--- src/rtl/psram_fml_arbiter_pkg.sv ---
// ----------------------------------------------------------------------------
// psram_arb_pkg
// Shared constants for the PSRAM FML arbiter:
//   - FSM state encodings (IDLE -> BUSY -> GAP -> IDLE)
//   - FML cycle-type identifiers used to detect the last beat of a transaction
//   - watchdog counter width
//   - helper that classifies a cti value as transaction-terminating
// ----------------------------------------------------------------------------
package psram_arb_pkg;

    localparam logic [1:0] ST_IDLE = 2'd0;
    localparam logic [1:0] ST_BUSY = 2'd1;
    localparam logic [1:0] ST_GAP  = 2'd2;

    localparam logic [2:0] CTI_CLASSIC = 3'd0;
    localparam logic [2:0] CTI_INCR    = 3'd2;
    localparam logic [2:0] CTI_END     = 3'd7;

    localparam int WD_W = 12;

    // Request fields that follow the owner through the output mux.
    typedef struct packed {
        logic [2:0] cti;
        logic [3:0] sel;
        logic       we;
    } fml_ctl_t;

    // A beat acknowledged with cti CLASSIC or END closes the transaction;
    // every other value (INCR in particular) keeps the grant.
    function automatic logic cti_is_last(input logic [2:0] cti);
        return (cti == CTI_CLASSIC) || (cti == CTI_END);
    endfunction

endpackage

--- src/rtl/psram_fml_arbiter_if.sv ---
// ----------------------------------------------------------------------------
// psram_fml_arbiter_if
// Bundles both sides of the arbiter.
//   Master side (NM requesters): m_adr, m_stb, m_we, m_cti, m_sel, m_di in;
//                                m_eack (per master), m_do (broadcast) out.
//   Controller side:             s_adr, s_stb, s_we, s_cti, s_sel, s_di out;
//                                s_eack, s_do, s_ready in.
// Modports are written from the arbiter's point of view:
//   slave  - the arbiter acting as the slave of the NM masters
//   master - the arbiter acting as the single master of the controller
// ----------------------------------------------------------------------------
interface psram_fml_arbiter_if #(
    parameter int NM    = 3,
    parameter int ADR_W = 23
);
    logic [NM*ADR_W-1:0] m_adr;
    logic [NM-1:0]       m_stb;
    logic [NM-1:0]       m_we;
    logic [NM*3-1:0]     m_cti;
    logic [NM*4-1:0]     m_sel;
    logic [NM*32-1:0]    m_di;
    logic [NM-1:0]       m_eack;
    logic [31:0]         m_do;

    logic [ADR_W-1:0]    s_adr;
    logic                s_stb;
    logic                s_we;
    logic [2:0]          s_cti;
    logic [3:0]          s_sel;
    logic [31:0]         s_di;
    logic                s_eack;
    logic [31:0]         s_do;
    logic                s_ready;

    modport slave (
        input  m_adr, m_stb, m_we, m_cti, m_sel, m_di,
        output m_eack, m_do
    );

    modport master (
        output s_adr, s_stb, s_we, s_cti, s_sel, s_di,
        input  s_eack, s_do, s_ready
    );

endinterface

--- src/rtl/psram_fml_arbiter_rr_pick.sv ---
// ----------------------------------------------------------------------------
// arb_rr_pick
// Combinational rotating priority encoder.
//   req   in  NM     request vector
//   ptr   in  PTR_W  index that has highest priority in round-robin mode
//   fixed in  1      1 = ignore ptr, index 0 has highest priority
//   win   out NM     one-hot winner (all zero when nothing requests)
//   valid out 1      at least one request present
// ----------------------------------------------------------------------------
module arb_rr_pick #(
    parameter int NM    = 3,
    parameter int PTR_W = 2
) (
    input  logic [NM-1:0]    req,
    input  logic [PTR_W-1:0] ptr,
    input  logic             fixed,
    output logic [NM-1:0]    win,
    output logic             valid
);

    logic [PTR_W-1:0] start_s;
    logic [PTR_W:0]   sum_s;
    logic             found_s;

    // Scan NM positions starting at start_s, wrapping, first requester wins.
    always_comb begin
        win     = '0;
        found_s = 1'b0;
        sum_s   = '0;
        start_s = fixed ? '0 : ptr;
        for (int k = 0; k < NM; k++) begin
            // start + k < 2*NM, so a single conditional subtract wraps it
            sum_s = {1'b0, start_s} + (PTR_W+1)'(k);
            if (sum_s >= (PTR_W+1)'(NM)) begin
                sum_s = sum_s - (PTR_W+1)'(NM);
            end else begin
                sum_s = sum_s;
            end
            if (!found_s && req[sum_s[PTR_W-1:0]]) begin
                win[sum_s[PTR_W-1:0]] = 1'b1;
                found_s               = 1'b1;
            end else begin
                found_s = found_s;
            end
        end
        valid = found_s;
    end

endmodule

--- src/rtl/psram_fml_arbiter.sv ---
// ----------------------------------------------------------------------------
// psram_fml_arbiter
// Shares one FML slave port of the PSRAM controller between NM masters.
// A grant covers a whole transaction (single beat or incrementing burst
// ending on cti=7), and one GAP cycle with s_stb low separates transactions
// so the controller returns to idle. A watchdog aborts a transaction that
// goes TIMEOUT cycles without an acknowledge.
//   clk, rst     clock, synchronous active-high reset
//   mbus         master side (slave modport): requests in, eack / read data out
//   sbus         controller side (master modport): muxed request out, eack in
//   grant        one-hot current owner (registered)
//   timeout_err  one-cycle pulse in the BUSY cycle where the watchdog fires
// ----------------------------------------------------------------------------
module psram_fml_arbiter
    import psram_arb_pkg::*;
#(
    parameter int NM         = 3,
    parameter int ADR_W      = 23,
    parameter int FIXED_PRIO = 0,
    parameter int TIMEOUT    = 4095
) (
    input  logic                 clk,
    input  logic                 rst,
    psram_fml_arbiter_if.slave   mbus,
    psram_fml_arbiter_if.master  sbus,
    output logic [NM-1:0]        grant,
    output logic                 timeout_err
);

    localparam int              PTR_W    = (NM > 1) ? $clog2(NM) : 1;
    localparam logic            FIXED_B  = (FIXED_PRIO != 0);
    localparam logic            WD_EN    = (TIMEOUT > 0);
    localparam logic [WD_W-1:0] WD_LIMIT = (TIMEOUT > 0) ? WD_W'(TIMEOUT - 1) : '0;

    logic [1:0]       state_q,    state_d;
    logic [NM-1:0]    grant_q,    grant_d;
    logic [PTR_W-1:0] rr_ptr_q,   rr_ptr_d;
    logic [WD_W-1:0]  wd_cnt_q,   wd_cnt_d;
    logic [ADR_W-1:0] last_adr_q, last_adr_d;
    logic [2:0]       last_cti_q, last_cti_d;
    logic [3:0]       last_sel_q, last_sel_d;
    logic [31:0]      last_di_q,  last_di_d;

    logic [ADR_W-1:0] own_adr_s;
    logic             own_stb_s;
    fml_ctl_t         own_ctl_s;
    logic [31:0]      own_di_s;
    logic [PTR_W-1:0] own_idx_s;
    logic [PTR_W-1:0] next_ptr_s;
    logic [NM-1:0]    pick_win_s;
    logic             pick_valid_s;
    logic             busy_s;
    logic             timeout_s;

    arb_rr_pick #(
        .NM    (NM),
        .PTR_W (PTR_W)
    ) u_pick (
        .req   (mbus.m_stb),
        .ptr   (rr_ptr_q),
        .fixed (FIXED_B),
        .win   (pick_win_s),
        .valid (pick_valid_s)
    );

    assign busy_s = (state_q == ST_BUSY);

    // AND-OR mux of the owner's request fields, plus its binary index.
    always_comb begin
        own_adr_s = '0;
        own_stb_s = 1'b0;
        own_ctl_s = '0;
        own_di_s  = '0;
        own_idx_s = '0;
        for (int i = 0; i < NM; i++) begin
            own_adr_s     = own_adr_s     | (mbus.m_adr[i*ADR_W +: ADR_W] & {ADR_W{grant_q[i]}});
            own_stb_s     = own_stb_s     | (mbus.m_stb[i] & grant_q[i]);
            own_ctl_s.we  = own_ctl_s.we  | (mbus.m_we[i] & grant_q[i]);
            own_ctl_s.cti = own_ctl_s.cti | (mbus.m_cti[i*3 +: 3] & {3{grant_q[i]}});
            own_ctl_s.sel = own_ctl_s.sel | (mbus.m_sel[i*4 +: 4] & {4{grant_q[i]}});
            own_di_s      = own_di_s      | (mbus.m_di[i*32 +: 32] & {32{grant_q[i]}});
            own_idx_s     = own_idx_s     | (PTR_W'(i) & {PTR_W{grant_q[i]}});
        end
    end

    // Pointer moves just past the owner so the next scan starts there.
    always_comb begin
        if (own_idx_s == PTR_W'(NM - 1)) begin
            next_ptr_s = '0;
        end else begin
            next_ptr_s = own_idx_s + PTR_W'(1);
        end
    end

    // Controller-side outputs: live from the owner in BUSY, held otherwise.
    // rst gates s_stb combinationally so a reset cuts a transaction at once.
    always_comb begin
        sbus.s_stb = busy_s & own_stb_s & ~rst;
        sbus.s_we  = busy_s & own_ctl_s.we;
        if (busy_s) begin
            sbus.s_adr = own_adr_s;
            sbus.s_cti = own_ctl_s.cti;
            sbus.s_sel = own_ctl_s.sel;
            sbus.s_di  = own_di_s;
        end else begin
            sbus.s_adr = last_adr_q;
            sbus.s_cti = last_cti_q;
            sbus.s_sel = last_sel_q;
            sbus.s_di  = last_di_q;
        end
    end

    // Acknowledge only the owner, and only while it is still strobing, so a
    // master that has given up never sees a stale eack.
    always_comb begin
        mbus.m_eack = grant_q & {NM{busy_s & own_stb_s & sbus.s_eack}};
        mbus.m_do   = sbus.s_do;
    end

    // Next-state logic: FSM, grant, round-robin pointer, watchdog, hold regs.
    always_comb begin
        state_d    = state_q;
        grant_d    = grant_q;
        rr_ptr_d   = rr_ptr_q;
        wd_cnt_d   = wd_cnt_q;
        last_adr_d = last_adr_q;
        last_cti_d = last_cti_q;
        last_sel_d = last_sel_q;
        last_di_d  = last_di_q;
        timeout_s  = 1'b0;
        case (state_q)
            ST_IDLE: begin
                if (sbus.s_ready && pick_valid_s) begin
                    state_d  = ST_BUSY;
                    grant_d  = pick_win_s;
                    wd_cnt_d = '0;
                end else begin
                    state_d = ST_IDLE;
                end
            end
            ST_BUSY: begin
                last_adr_d = own_adr_s;
                last_cti_d = own_ctl_s.cti;
                last_sel_d = own_ctl_s.sel;
                last_di_d  = own_di_s;
                if (sbus.s_eack) begin
                    wd_cnt_d = '0;
                end else if (wd_cnt_q != {WD_W{1'b1}}) begin
                    wd_cnt_d = wd_cnt_q + WD_W'(1);
                end else begin
                    wd_cnt_d = wd_cnt_q;
                end
                if (!own_stb_s) begin
                    state_d  = ST_GAP;
                    rr_ptr_d = next_ptr_s;
                end else if (sbus.s_eack) begin
                    if (cti_is_last(own_ctl_s.cti)) begin
                        state_d  = ST_GAP;
                        rr_ptr_d = next_ptr_s;
                    end else begin
                        state_d = ST_BUSY;
                    end
                end else if (WD_EN && (wd_cnt_q == WD_LIMIT)) begin
                    // this is the TIMEOUT-th cycle without an acknowledge
                    state_d   = ST_GAP;
                    rr_ptr_d  = next_ptr_s;
                    timeout_s = 1'b1;
                end else begin
                    state_d = ST_BUSY;
                end
            end
            ST_GAP: begin
                state_d = ST_IDLE;
                grant_d = '0;
            end
            default: begin
                state_d = ST_IDLE;
                grant_d = '0;
            end
        endcase
    end

    // State registers with synchronous reset.
    always_ff @(posedge clk) begin
        if (rst) begin
            state_q    <= ST_IDLE;
            grant_q    <= '0;
            rr_ptr_q   <= '0;
            wd_cnt_q   <= '0;
            last_adr_q <= '0;
            last_cti_q <= '0;
            last_sel_q <= '0;
            last_di_q  <= '0;
        end else begin
            state_q    <= state_d;
            grant_q    <= grant_d;
            rr_ptr_q   <= rr_ptr_d;
            wd_cnt_q   <= wd_cnt_d;
            last_adr_q <= last_adr_d;
            last_cti_q <= last_cti_d;
            last_sel_q <= last_sel_d;
            last_di_q  <= last_di_d;
        end
    end

    assign grant       = grant_q;
    assign timeout_err = timeout_s;

endmodule

--- src/flat_wrapper.sv ---
// flat-port wrapper written by rule: the top's interface ports become plain ports
module psram_fml_arbiter_flat import psram_arb_pkg::*;
#(
    parameter int NM         = 3,
    parameter int ADR_W      = 23,
    parameter int FIXED_PRIO = 0,
    parameter int TIMEOUT    = 4095
)
  (clk, rst, grant, timeout_err, mbus_m_adr, mbus_m_stb, mbus_m_we, mbus_m_cti, mbus_m_sel, mbus_m_di, mbus_m_eack, mbus_m_do, sbus_s_adr, sbus_s_stb, sbus_s_we, sbus_s_cti, sbus_s_sel, sbus_s_di, sbus_s_eack, sbus_s_do, sbus_s_ready);
  psram_fml_arbiter_if #(.NM(NM), .ADR_W(ADR_W)) mbus_i ();
  psram_fml_arbiter_if #(.NM(NM), .ADR_W(ADR_W)) sbus_i ();
  input  logic clk;
  input  logic rst;
  output logic [NM-1:0] grant;
  output logic timeout_err;
  input wire logic [$bits(mbus_i.m_adr)-1:0] mbus_m_adr;
  input wire logic [$bits(mbus_i.m_stb)-1:0] mbus_m_stb;
  input wire logic [$bits(mbus_i.m_we)-1:0] mbus_m_we;
  input wire logic [$bits(mbus_i.m_cti)-1:0] mbus_m_cti;
  input wire logic [$bits(mbus_i.m_sel)-1:0] mbus_m_sel;
  input wire logic [$bits(mbus_i.m_di)-1:0] mbus_m_di;
  output wire logic [$bits(mbus_i.m_eack)-1:0] mbus_m_eack;
  output wire logic [$bits(mbus_i.m_do)-1:0] mbus_m_do;
  output wire logic [$bits(sbus_i.s_adr)-1:0] sbus_s_adr;
  output wire logic [$bits(sbus_i.s_stb)-1:0] sbus_s_stb;
  output wire logic [$bits(sbus_i.s_we)-1:0] sbus_s_we;
  output wire logic [$bits(sbus_i.s_cti)-1:0] sbus_s_cti;
  output wire logic [$bits(sbus_i.s_sel)-1:0] sbus_s_sel;
  output wire logic [$bits(sbus_i.s_di)-1:0] sbus_s_di;
  input wire logic [$bits(sbus_i.s_eack)-1:0] sbus_s_eack;
  input wire logic [$bits(sbus_i.s_do)-1:0] sbus_s_do;
  input wire logic [$bits(sbus_i.s_ready)-1:0] sbus_s_ready;
  assign mbus_i.m_adr = mbus_m_adr;
  assign mbus_i.m_stb = mbus_m_stb;
  assign mbus_i.m_we = mbus_m_we;
  assign mbus_i.m_cti = mbus_m_cti;
  assign mbus_i.m_sel = mbus_m_sel;
  assign mbus_i.m_di = mbus_m_di;
  assign mbus_m_eack = mbus_i.m_eack;
  assign mbus_m_do = mbus_i.m_do;
  assign sbus_s_adr = sbus_i.s_adr;
  assign sbus_s_stb = sbus_i.s_stb;
  assign sbus_s_we = sbus_i.s_we;
  assign sbus_s_cti = sbus_i.s_cti;
  assign sbus_s_sel = sbus_i.s_sel;
  assign sbus_s_di = sbus_i.s_di;
  assign sbus_i.s_eack = sbus_s_eack;
  assign sbus_i.s_do = sbus_s_do;
  assign sbus_i.s_ready = sbus_s_ready;
  psram_fml_arbiter #(.NM(NM), .ADR_W(ADR_W), .FIXED_PRIO(FIXED_PRIO), .TIMEOUT(TIMEOUT)) u_core (.clk(clk), .rst(rst), .mbus(mbus_i), .sbus(sbus_i), .grant(grant), .timeout_err(timeout_err));
endmodule
--- config.mk ---
export PLATFORM = sky130hd
export DESIGN_NAME = psram_fml_arbiter_flat
export DESIGN_NICKNAME = d
export VERILOG_FILES = /design/src/rtl/psram_fml_arbiter_pkg.sv /design/src/rtl/psram_fml_arbiter_if.sv /design/src/rtl/psram_fml_arbiter_rr_pick.sv /design/src/rtl/psram_fml_arbiter.sv /design/src/flat_wrapper.sv
export SDC_FILE = /design/constraint.sdc
export NUM_CORES = 1
export LEC_CHECK = 0
export BUFFER_PORTS_ARGS = -buffer_cell sky130_fd_sc_hd__buf_2
export CAP_MARGIN = 15
export CORE_AREA = 4 4 127 129
export DETAILED_ROUTE_END_ITERATION = 12
export DIE_AREA = 0 0 131 133
export PLACE_DENSITY = 0.61
export SLEW_MARGIN = 0
export SYNTH_ARGS = -nofsm -noshare
export SYNTH_HDL_FRONTEND = slang
export SYNTH_SLANG_ARGS = --single-unit
--- constraint.sdc ---
create_clock -name clk -period 2.5 [get_ports clk]
set_input_delay 0.5 -clock clk [delete_from_list [all_inputs] [get_ports clk]]
set_output_delay 0.5 -clock clk [all_outputs]
set_load 0.02 [all_outputs]
==> results.cfg, run 1 <==
[floorplanning]
fp.dieH_microns = 133
dieArea_sq_um = 17400
rows = 45
initial_core_util_pct = 30.1
die_x_microns = 131
core-area_sq_um = 15000
ioPinCount = 331

[layout]
n_antenna_cell = 0
final_common_cell = buf_2
drive_gt1_share_pct = 39.8
area.growth.synth_to_final_pct = 37.2
fillCellCount = 1561
regArea_sq_um = 1630
multi_input_area_sq_um = 2450
final_net_count = 1003
final_cell_mix = 266 x buf_2, 78 x nand2_1, 78 x dfxtp_1, 68 x o21ai_0, 64 x a222oi_1

[sta]
finClkSkew_ns = 0.00794
tns_ns = 0
fin_crit_ns = 2.34
timing.fmax_ghz = 0.427
setup_violations = 0
rsz0062_at_grt = no
worstMarginPinSlew_ns = 0.558
setup_slack_ns = 0.156
fin_crit_sh_pct = 93.7
finalMaxSlewViolations = 0
slew_headroom_pct = 62.6
hold_viol_final = 0

[clock_tree]
clock_path_buffers = 2
post_cts_buffers = 0
root_buffer = clkbuf_16
htreeDepth = 3
tritoncts = done
cts_made_buffers = 9
cts.sinks = 81
clk_pin_slew_ns = 0.06
clk_latency_ns = 0.34

[yosys]
synthCells = 553
syn-cell-area_sq_um = 4520
ys_seq_elements = 81
async_reset_ff_share_pct = 0
synth-edff-count = 0
synth_nets = 787
synth_cell_types = 47
synth_seq_area_share_pct = 35.8
yosys_warnings = 0
syn_area_per_cell_sq_um = 8.18
synthFlopType = dfxtp_1

[power]
peakVddDrop_mv = 0.394
p_total_uw = 3980
power_density_nw_per_um2 = 641
p_leak_uw = 0.00279

[worst_setup_path]
critPathCaptureType = primary output
worstPathArrival_ns = 1.84
crit_path_max_fanout = 59
required_ns = 2.00
critPathKind = reg -> out
startpoint_type = register
worst-r2r-cell-count = 7

[drt]
route.vias.total = 5019
drtAntennaViolNets = 0
route.detailed.drc = 0
routedWlPerCell_microns = 16.2
drt_iter0_drc = 428
wl_microns = 15600
first_pass_iters = 7
viasPerCell = 5.22

[placed_design]
portBuffers = 266
place_ws_ns = 0.218
gp_congestion = 0.823
dpl.hpwl_microns = 11900

[grt]
grt_pass1_wl_microns = 22800
track_usage_pct = 16.3
antenna_found_initial = 1
grt_max_degree = 60
overflow = 0
grt_pass1_vias = 4600

[min_path]
hold-path-cell-count = 2
hold_class = reg -> reg

[flow_run]
maxCapViolations = 0

[status]
run_status = complete, no violations
[synthesized netlist by cell type, drive strengths merged (3+ instances only)]
cell    instances  area share, %
a21oi          11            1.2
a222oi         64             14
a32o            5            1.1
and2           63            8.7
and3            4           0.55
buf            43            6.5
clkbuf         36            3.0
dfxtp          81             36
ha              6            1.7
inv            10           0.83
mux2i           3           0.66
nand2          78            6.5
nand2b          3           0.41
nand3           9            1.0
nand4           5           0.69
nor2           14            1.2
nor3            8           0.88
o21a            3           0.50
o21ai          70            7.7
o32ai           5           0.97
[registers in the layout (all words and copies together) (netlist names)]
| signal | count |
|---|---|
| u_core.grant | 3 |
| u_core.state_q | 2 |
| u_core.rr_ptr_q | 2 |
| u_core.last_cti_q | 3 |
| u_core.last_adr_q | 23 |
| u_core.last_di_q | 32 |
| u_core.last_sel_q | 4 |
| u_core.wd_cnt_q | 12 |
[routing by layer]
| layer | vias to the layer above | track usage, % | part of all wire, % | wire [microns] |
|---|---|---|---|---|
| li1 | 2486 | - | - | - |
| met1 | 2275 | 20.2 | 42 | 6600 |
| met2 | 226 | 27.4 | 47 | 7320 |
| met3 | 30 | 3.23 | 8.8 | 1370 |
| met4 | 2 | 6.29 | 2.1 | 323 |
| met5 | - | 0 | 0.083 | 13 |
[report_power, final]
| group | internal (uW) | leakage (uW) | switching (uW) |
|---|---|---|---|
| clock | 1000 | 0.000166 | 519 |
| combinational | 452 | 0.00197 | 619 |
| sequential | 1350 | 0.000657 | 36.5 |
| total | 2810 | 0.00279 | 1170 |
[metrics by stage]
step / instances / hold slack (ns) / instance area [sq um] / utilization [%]
finish: 962 / 0.498 / 6210 / 41.3
global route: 962 / 0.515 / 6210 / 41.3
CTS: 962 / 0.501 / 6200 / 41.3
detailed placement: 946 / 0.490 / 5860 / 39.0
global placement: 946 / 0.485 / 5860 / 39.0
floorplan: 553 / 0.461 / 4520 / -
[final cells by class]
class,instances,share of cell area [%]
clock buffer,11,3.91
clock inverter,5,1.65
inverter,10,0.605
multi-input combinational,383,39.4
sequential,81,26.2
tap,188,3.79
timing repair buffer,284,24.4
[path summary, 6_finish.rpt]
| check | startpoint | end | slack, ns |
|---|---|---|---|
| max reg2reg | u_core.rr_ptr_q[0]$_SDFFE_PP0P_ | u_core.wd_cnt_q[11]$_SDFFE_PP0P_ | 0.24 |
| min reg2reg | u_core.wd_cnt_q[11]$_SDFFE_PP0P_ | u_core.wd_cnt_q[11]$_SDFFE_PP0P_ | 0.50 |
| max | u_core.grant[1]$_SDFFE_PP0P_ | sbus_s_di[14] | 0.16 |
| min | u_core.wd_cnt_q[11]$_SDFFE_PP0P_ | u_core.wd_cnt_q[11]$_SDFFE_PP0P_ | 0.50 |
[worst max-delay path, cell delays in order (launching register included)]
cell and delay (ns):
dfxtp_2 0.46, buf_12 0.28, a222oi_1 0.13, o21ai_0 0.36, buf_2 0.24
[logic make-up (layout without fill, tap and decap cells)]
logic type / Yosys count / count (layout) / share of synthesized area, %
AND/OR/NAND/NOR: 198 / 198 / 22.3
flip-flops: 81 / 81 / 35.8
adder cells (fa/ha/maj): 6 / 6 / 1.66
AO/OA/AOI/OAI: 174 / 174 / 28.7
buffers and inverters: 89 / 310 / 10.3
multiplexers: 5 / 5 / 1.16
[timing repair]
item,CTS,global route
hold buffers,0,0
gates resized for setup,0,1
setup endpoints to repair,0,1
No activity file was read; power rests on OpenSTA's default activity.
==> run 2, diff against run 1 <==
--- a/config.mk
+++ b/config.mk
@@ -10,7 +10,7 @@
 export CORE_AREA = 4 4 127 129
 export DETAILED_ROUTE_END_ITERATION = 12
 export DIE_AREA = 0 0 131 133
-export PLACE_DENSITY = 0.61
+export PLACE_DENSITY = 0.63
 export SLEW_MARGIN = 0
 export SYNTH_ARGS = -nofsm -noshare
 export SYNTH_HDL_FRONTEND = slang
==> run 2 against run 1 <==
Net effect:
- count of clock-buffer cells in the layout decreased by 1
- die area did not move
- maximum frequency shrank 1.4%
- utilization down 0.10 points
- hold slack improved by 0.0043 ns
- clock skew fell by 0.0018 ns
- sequential power is essentially flat
- sequential share of layout area increased by 0.063 points
- first-iteration DRC count increased by 23%
- clock power about the same
- via count increased by 1.5%
- register-to-register slack better by 0.06 ns
- highest routed layer unchanged
==> results.cfg, run 2 (same netlist as run 1, synthesis figures left out) <==
[worst_setup_path]
required_ns = 2.00
path_delay_family = buffers and inverters
crit_slowest_cell = a222oi_1
startpoint_type = register
crit_chain = buf_4 -> a222oi_1 -> buf_4 -> nor2_2 -> and3_1 -> buf_2
rrSetupSlack_ns = 0.30
crit_top_cell = buf_4
critPathCaptureType = primary output
crit_path_max_fanout = 28
critPathKind = reg -> out
slowest_delay_ns = 0.38
worst-path-buf-inv = 3
worstPathArrival_ns = 1.88

[drt]
viasPerCell = 5.28
route.detailed.drc = 0
routedWlPerCell_microns = 16.7
first_pass_iters = 6
drt_iter0_drc = 526
drtAntennaViolNets = 0
route.vias.total = 5094
wl_microns = 16100

[sta]
finalMaxSlewViolations = 0
finClkSkew_ns = 0.00614
setup_violations = 0
hold_viol_final = 0
timing.fmax_ghz = 0.421
worstMarginPinSlew_ns = 0.585
slew_headroom_pct = 60.8
tns_ns = 0
fin_crit_sh_pct = 95.1
rsz0062_at_grt = no
fin_crit_ns = 2.38

[layout]
final_net_count = 1006
area.growth.synth_to_final_pct = 36.9
largest_reg_flops = 32
final_util_pct = 41.2
multi_input_area_sq_um = 2440
drive_gt1_share_pct = 39.9
final_common_cell = buf_2
max_flop_register = u_core.last_di_q
regArea_sq_um = 1630
fillCellCount = 1565
final_cell_mix = 266 x buf_2, 78 x nand2_1, 78 x dfxtp_1, 68 x o21ai_0, 64 x a222oi_1
reg_top3 = u_core.last_di_q x32, u_core.last_adr_q x23, u_core.wd_cnt_q x12
n_antenna_cell = 0

[min_path]
hold_class = reg -> reg

[floorplanning]
die_x_microns = 131
dieArea_sq_um = 17400
initial_core_util_pct = 30.1
fp.dieH_microns = 133
ioPinCount = 331
rows = 45
core-area_sq_um = 15000

[grt]
use_met1_pct = 21.5
overflow = 0
grt.met2_usage_pct = 29.0
busiest_layer = met2
grt_max_degree = 44
met3_usage_pct = 3.75
grt_pass1_vias = 4683
antenna_found_initial = 1
grt_pass1_wl_microns = 24100
track_usage_pct = 17.3

[clock_tree]
cts_made_buffers = 9
holdBufCountCts = 0
cts.sinks = 81
htreeDepth = 3
clk_latency_ns = 0.34
root_buffer = clkbuf_16
tritoncts = done
clock_path_buffers = 2
clk_pin_slew_ns = 0.06

[power]
clkPwrFrac_pct = 38.1
power_density_nw_per_um2 = 642
pwr-share-seq_pct = 34.8
peakVddDrop_mv = 0.341
power.internal_uw = 2770
switching_share_pct = 30.2
p_comb_share_pct = 27.1
p_leak_uw = 0.00280
net-switching-power_uw = 1200

[flow_run]
maxCapViolations = 0

[placed_design]
dpl.hpwl_microns = 12200
portBuffers = 266
gp_congestion = 0.814

[status]
run_status = complete, no violations
run 2: cell types whose count changed in the layout (fill, tap and decap cells not counted):
cell / change
clkinvlp_4: -1
o22ai_1: +1
clkbuf_8: -1
nor2_1: -1
buf_6: +1
inv_6: +1
buf_4: +4
buf_12: -2
nor2_2: +1
o22ai_2: -1
run 2: metal layers:
layer  vias to the layer above  routed length [microns]
met4                         2                      349
li1                       2488                        -
met3                        28                     1470
met5                         -                        7
met2                       258                     7670
met1                      2318                     6650
run 2: path summary, 6_finish.rpt:
path / start / end / cells past startpoint
max: u_core.grant[0]$_SDFFE_PP0P_ / mbus_m_eack[0] / 6
min: u_core.rr_ptr_q[0]$_SDFFE_PP0P_ / u_core.rr_ptr_q[0]$_SDFFE_PP0P_ / 2
max reg2reg: u_core.rr_ptr_q[0]$_SDFFE_PP0P_ / u_core.wd_cnt_q[11]$_SDFFE_PP0P_ / 7
min reg2reg: u_core.rr_ptr_q[0]$_SDFFE_PP0P_ / u_core.rr_ptr_q[0]$_SDFFE_PP0P_ / 2
run 2: tightest hold or removal path: cells and delay by family (launching register included):
kind,cells,cell delay [ns]
AOI/OAI and AO/OA,1,0.05
DFF,1,0.34
and+or+nand+nor,1,0.06
run 2: what timing repair did:
item                       CTS  global route
setup endpoints to repair    0             3
buffers inserted             0             1
resized for setup            0             2
run 2: area by class of cell:
cell class,instances,share of cell area [%]
timing repair buffer,287,24.5
tap,188,3.80
clock inverter,5,1.68
inverter,10,0.606
clock buffer,10,3.70
multi-input combinational,383,39.5
sequential,81,26.2
run 2: metrics by stage:
step / power [uW] / worst slack [ns] / cell area [sq um] / hold WS (ns) / std cells
2_1_floorplan: 2120 / 0.272 / 4520 / 0.461 / 553
3_3_place_gp: 2480 / 0.362 / 5850 / 0.484 / 948
3_5_place_dp: 2480 / 0.307 / 5850 / 0.493 / 948
4_1_cts: 4020 / 0.0880 / 6180 / 0.502 / 963
5_1_grt: 4190 / 0.00758 / 6190 / 0.535 / 964
6_report: 3970 / 0.122 / 6190 / 0.503 / 964
run 2: power groups by stage:
stage                     sequential, uW  clock (uW)  combinational (uW)
after CTS                           1380        1560                1080
after global placement              1410           0                1070
final                               1380        1510                1080
after global routing                1390        1620                1180
after floorplan                     1410           0                 712
after detailed placement            1410           0                1070
==> run 3, diff against run 2 <==
--- a/config.mk
+++ b/config.mk
@@ -7,11 +7,12 @@
 export LEC_CHECK = 0
 export BUFFER_PORTS_ARGS = -buffer_cell sky130_fd_sc_hd__buf_2
 export CAP_MARGIN = 15
-export CORE_AREA = 4 4 127 129
+export CORE_AREA = 4 4 128 130
 export DETAILED_ROUTE_END_ITERATION = 12
-export DIE_AREA = 0 0 131 133
-export PLACE_DENSITY = 0.63
+export DIE_AREA = 0 0 132 134
+export PLACE_DENSITY = 0.62
 export SLEW_MARGIN = 0
 export SYNTH_ARGS = -nofsm -noshare
 export SYNTH_HDL_FRONTEND = slang
+export SYNTH_HIERARCHICAL = 1
 export SYNTH_SLANG_ARGS = --single-unit
==> run 3 against run 2 <==
Net effect:
- global-route usage is 1.9 points lower
- register-to-register slack worse by 0.10 ns
- die area is 1.5% higher
- non-clock buffer count is 3 lower
- routed wire length is 10% lower
- critical path depth is 2 lower
- via count is 5.7% lower
- clock skew is 0.0018 ns lower
- count of clock-buffer cells in the layout is 1 lower
- maximum frequency is 2.4% higher
- clock power hardly changed
- hold slack worse by 0.031 ns
- largest power group unchanged
- highest routed layer is now met4
==> results.cfg, run 3 <==
[status]
run_status = complete, no violations

[power]
net-switching-power_uw = 940
clkPwrFrac_pct = 42.0
pwr-share-seq_pct = 38.0
switching_share_pct = 26.5
p_comb_share_pct = 20.1
peakVddDrop_mv = 0.349
power.internal_uw = 2610
p_leak_uw = 0.00285
power_density_nw_per_um2 = 570

[worst_setup_path]
slowest_delay_ns = 0.37
critical_path_depth = 4
worst-path-buf-inv = 2
cp-startpoint = u_core/grant[1]$_SDFFE_PP0P_
critPathCaptureType = primary output
rrSetupSlack_ns = 0.20
crit_chain = buf_4 -> a222oi_1 -> o21ai_0 -> buf_2
critPathKind = reg -> out
required_ns = 2.00
r2r-end = u_core/wd_cnt_q[4]$_SDFFE_PP0P_
worst-r2r-cell-count = 12
worstPathArrival_ns = 1.82
path_delay_family = buffers and inverters
startpoint_type = register
crit_path_max_fanout = 36
endpoint = sbus_s_di[1]
worstReg2RegStart = u_core/rr_ptr_q[0]$_SDFFE_PP0P_
crit_slowest_cell = dfxtp_2

[floorplanning]
rows = 45
dieArea_sq_um = 17700
die_x_microns = 132
core-area_sq_um = 15100
fp.dieH_microns = 134
initial_core_util_pct = 30.1
ioPinCount = 331

[grt]
track_usage_pct = 15.4
antenna_found_initial = 0
overflow = 0
grt_pass1_wl_microns = 22600
grt_max_degree = 70
grt_pass1_vias = 4479

[sta]
fin_crit_ns = 2.32
setup_slack_ns = 0.177
fin_crit_sh_pct = 92.9
timing.fmax_ghz = 0.430
whs_ns = 0.471
setup_violations = 0
tns_ns = 0
finalMaxSlewViolations = 0
finClkSkew_ns = 0.00437
rsz0062_at_grt = yes
hold_viol_final = 0

[drt]
wl_met2_microns = 7050
drt_iter0_drc = 406
route.vias.total = 4803
route.detailed.drc = 0
top_layer_used = met4
m1WireLength_microns = 5920
viasPerCell = 5.03
routedWlPerCell_microns = 15.2
drtAntennaViolNets = 0
wl_microns = 14500
dr_wl_met3_microns = 1340
first_pass_iters = 7

[clock_tree]
clock_path_buffers = 2
root_buffer = clkbuf_16
clk_latency_ns = 0.33
cts.sinks = 81
cts_made_buffers = 9
post_cts_buffers = 0
tritoncts = done
holdBufCountCts = 0
htreeDepth = 3
clk_pin_slew_ns = 0.06

[layout]
final_cell_mix = 266 x buf_2, 77 x dfxtp_1, 68 x nand2_1, 67 x o21ai_0, 64 x a222oi_1
fin_area_sq_um = 6230
final_common_cell = buf_2
n_antenna_cell = 0
largest_reg_flops = 32
fin_cells = 954
max_flop_register = u_core/last_di_q
reg_top3 = u_core/last_di_q x32, u_core/last_adr_q x23, u_core/wd_cnt_q x12
area.growth.synth_to_final_pct = 36.8
drive_gt1_share_pct = 41.5
final_net_count = 996

[placed_design]
place_area_sq_um = 5870
dpl.hpwl_microns = 11300
place_ws_ns = -0.0536
portBuffers = 266
numPlacedInstances = 939
gp_congestion = 0.766

[yosys]
synthFlopType = dfxtp_1
syn-cell-area_sq_um = 4550
async_reset_ff_share_pct = 0
ys_seq_elements = 81
synth_commonest_cells = 81 x dfxtp_1, 68 x nand2_1, 67 x o21ai_0
yosys_warnings = 6
synth.most_common_cell = dfxtp_1
synth.largest_area_cell = dfxtp_1
syn_area_per_cell_sq_um = 8.35
netlist_top_cells_area = dfxtp_1 36%, a222oi_1 14%, and2_1 8.7%
synth_seq_area_share_pct = 35.6
yosysTopAreaCellShare_pct = 35.6
synth-edff-count = 0
synthCells = 545
synth_cell_types = 51

[min_path]
hold_class = in -> reg
hold-path-cell-count = 2

[flow_run]
maxCapViolations = 0
-- run 3: cells by family after synthesis --
| group | Yosys count | share of synthesized area [%] |
|---|---|---|
| xor gates and xnor gates | 11 | 2.12 |
| and+or+nand+nor | 198 | 22.8 |
| muxes | 9 | 2.12 |
| DFF | 81 | 35.6 |
| AOI/OAI and AO/OA | 151 | 25.1 |
| buffers and inverters | 88 | 10.5 |
| adders and majority gates | 6 | 1.65 |
| other | 1 | 0.0824 |
-- run 3: layout make-up --
type / instances / area (sq um)
Tap cell: 188 / 235
Multi-Input combinational cell: 377 / 2480
Timing Repair Buffer: 284 / 1520
Sequential cell: 81 / 1630
Fill cell: 1559 / 8920
Clock inverter: 6 / 108
Clock buffer: 9 / 225
Inverter: 9 / 33.8
-- run 3: through the flow --
stage               util, %  power [uW]
floorplan                 -        1840
global placement       38.8        2090
detailed placement     38.8        2090
CTS                    41.0        3610
global route           41.1        3720
finish                 41.1        3550
-- run 3: how the worst min path moves through the flow --
stage | startpoint | endpoint | slack [ns]
after floorplan | u_core/rr_ptr_q[1]$_SDFFE_PP0P_ | u_core/rr_ptr_q[1]$_SDFFE_PP0P_ | 0.46
after global placement | u_core/wd_cnt_q[1]$_SDFFE_PP0P_ | u_core/wd_cnt_q[1]$_SDFFE_PP0P_ | 0.48
after detailed placement | u_core/rr_ptr_q[1]$_SDFFE_PP0P_ | u_core/rr_ptr_q[1]$_SDFFE_PP0P_ | 0.48
after CTS | rst | u_core/wd_cnt_q[1]$_SDFFE_PP0P_ | 0.46
after global routing | rst | u_core/grant[2]$_SDFFE_PP0P_ | 0.50
final | rst | u_core/wd_cnt_q[1]$_SDFFE_PP0P_ | 0.47
-- run 3: power groups by stage --
stage	registers (uW)	logic (uW)	clock network, uW
finish	1350	713	1490
global route	1350	790	1580
CTS	1350	716	1540
detailed placement	1380	714	0
global placement	1370	712	0
floorplan	1370	473	0
-- run 3: layer usage --
metal,vias to the layer above,global-route usage [%]
met5,-,0
met1,2136,18.4
met4,0,4.78
li1,2416,-
met2,235,26.7
met3,16,4.61
-- run 3: timing repair --
item	4_1_cts	5_1_grt
resized for setup	1	5
pin swaps	0	0
setup endpoints to repair	2	15
-- run 3: worst reg2reg max path, delay by kind of cell (launching register included) --
kind                     cells  cell delay, ns
buffers and inverters        2            0.24
XOR/XNOR                     1            0.15
AO/OA/AOI/OAI                2            0.25
flip-flops                   1            0.32
AND/OR/NAND/NOR              4            0.65
multiplexers                 2            0.32
adder cells (fa/ha/maj)      1            0.25
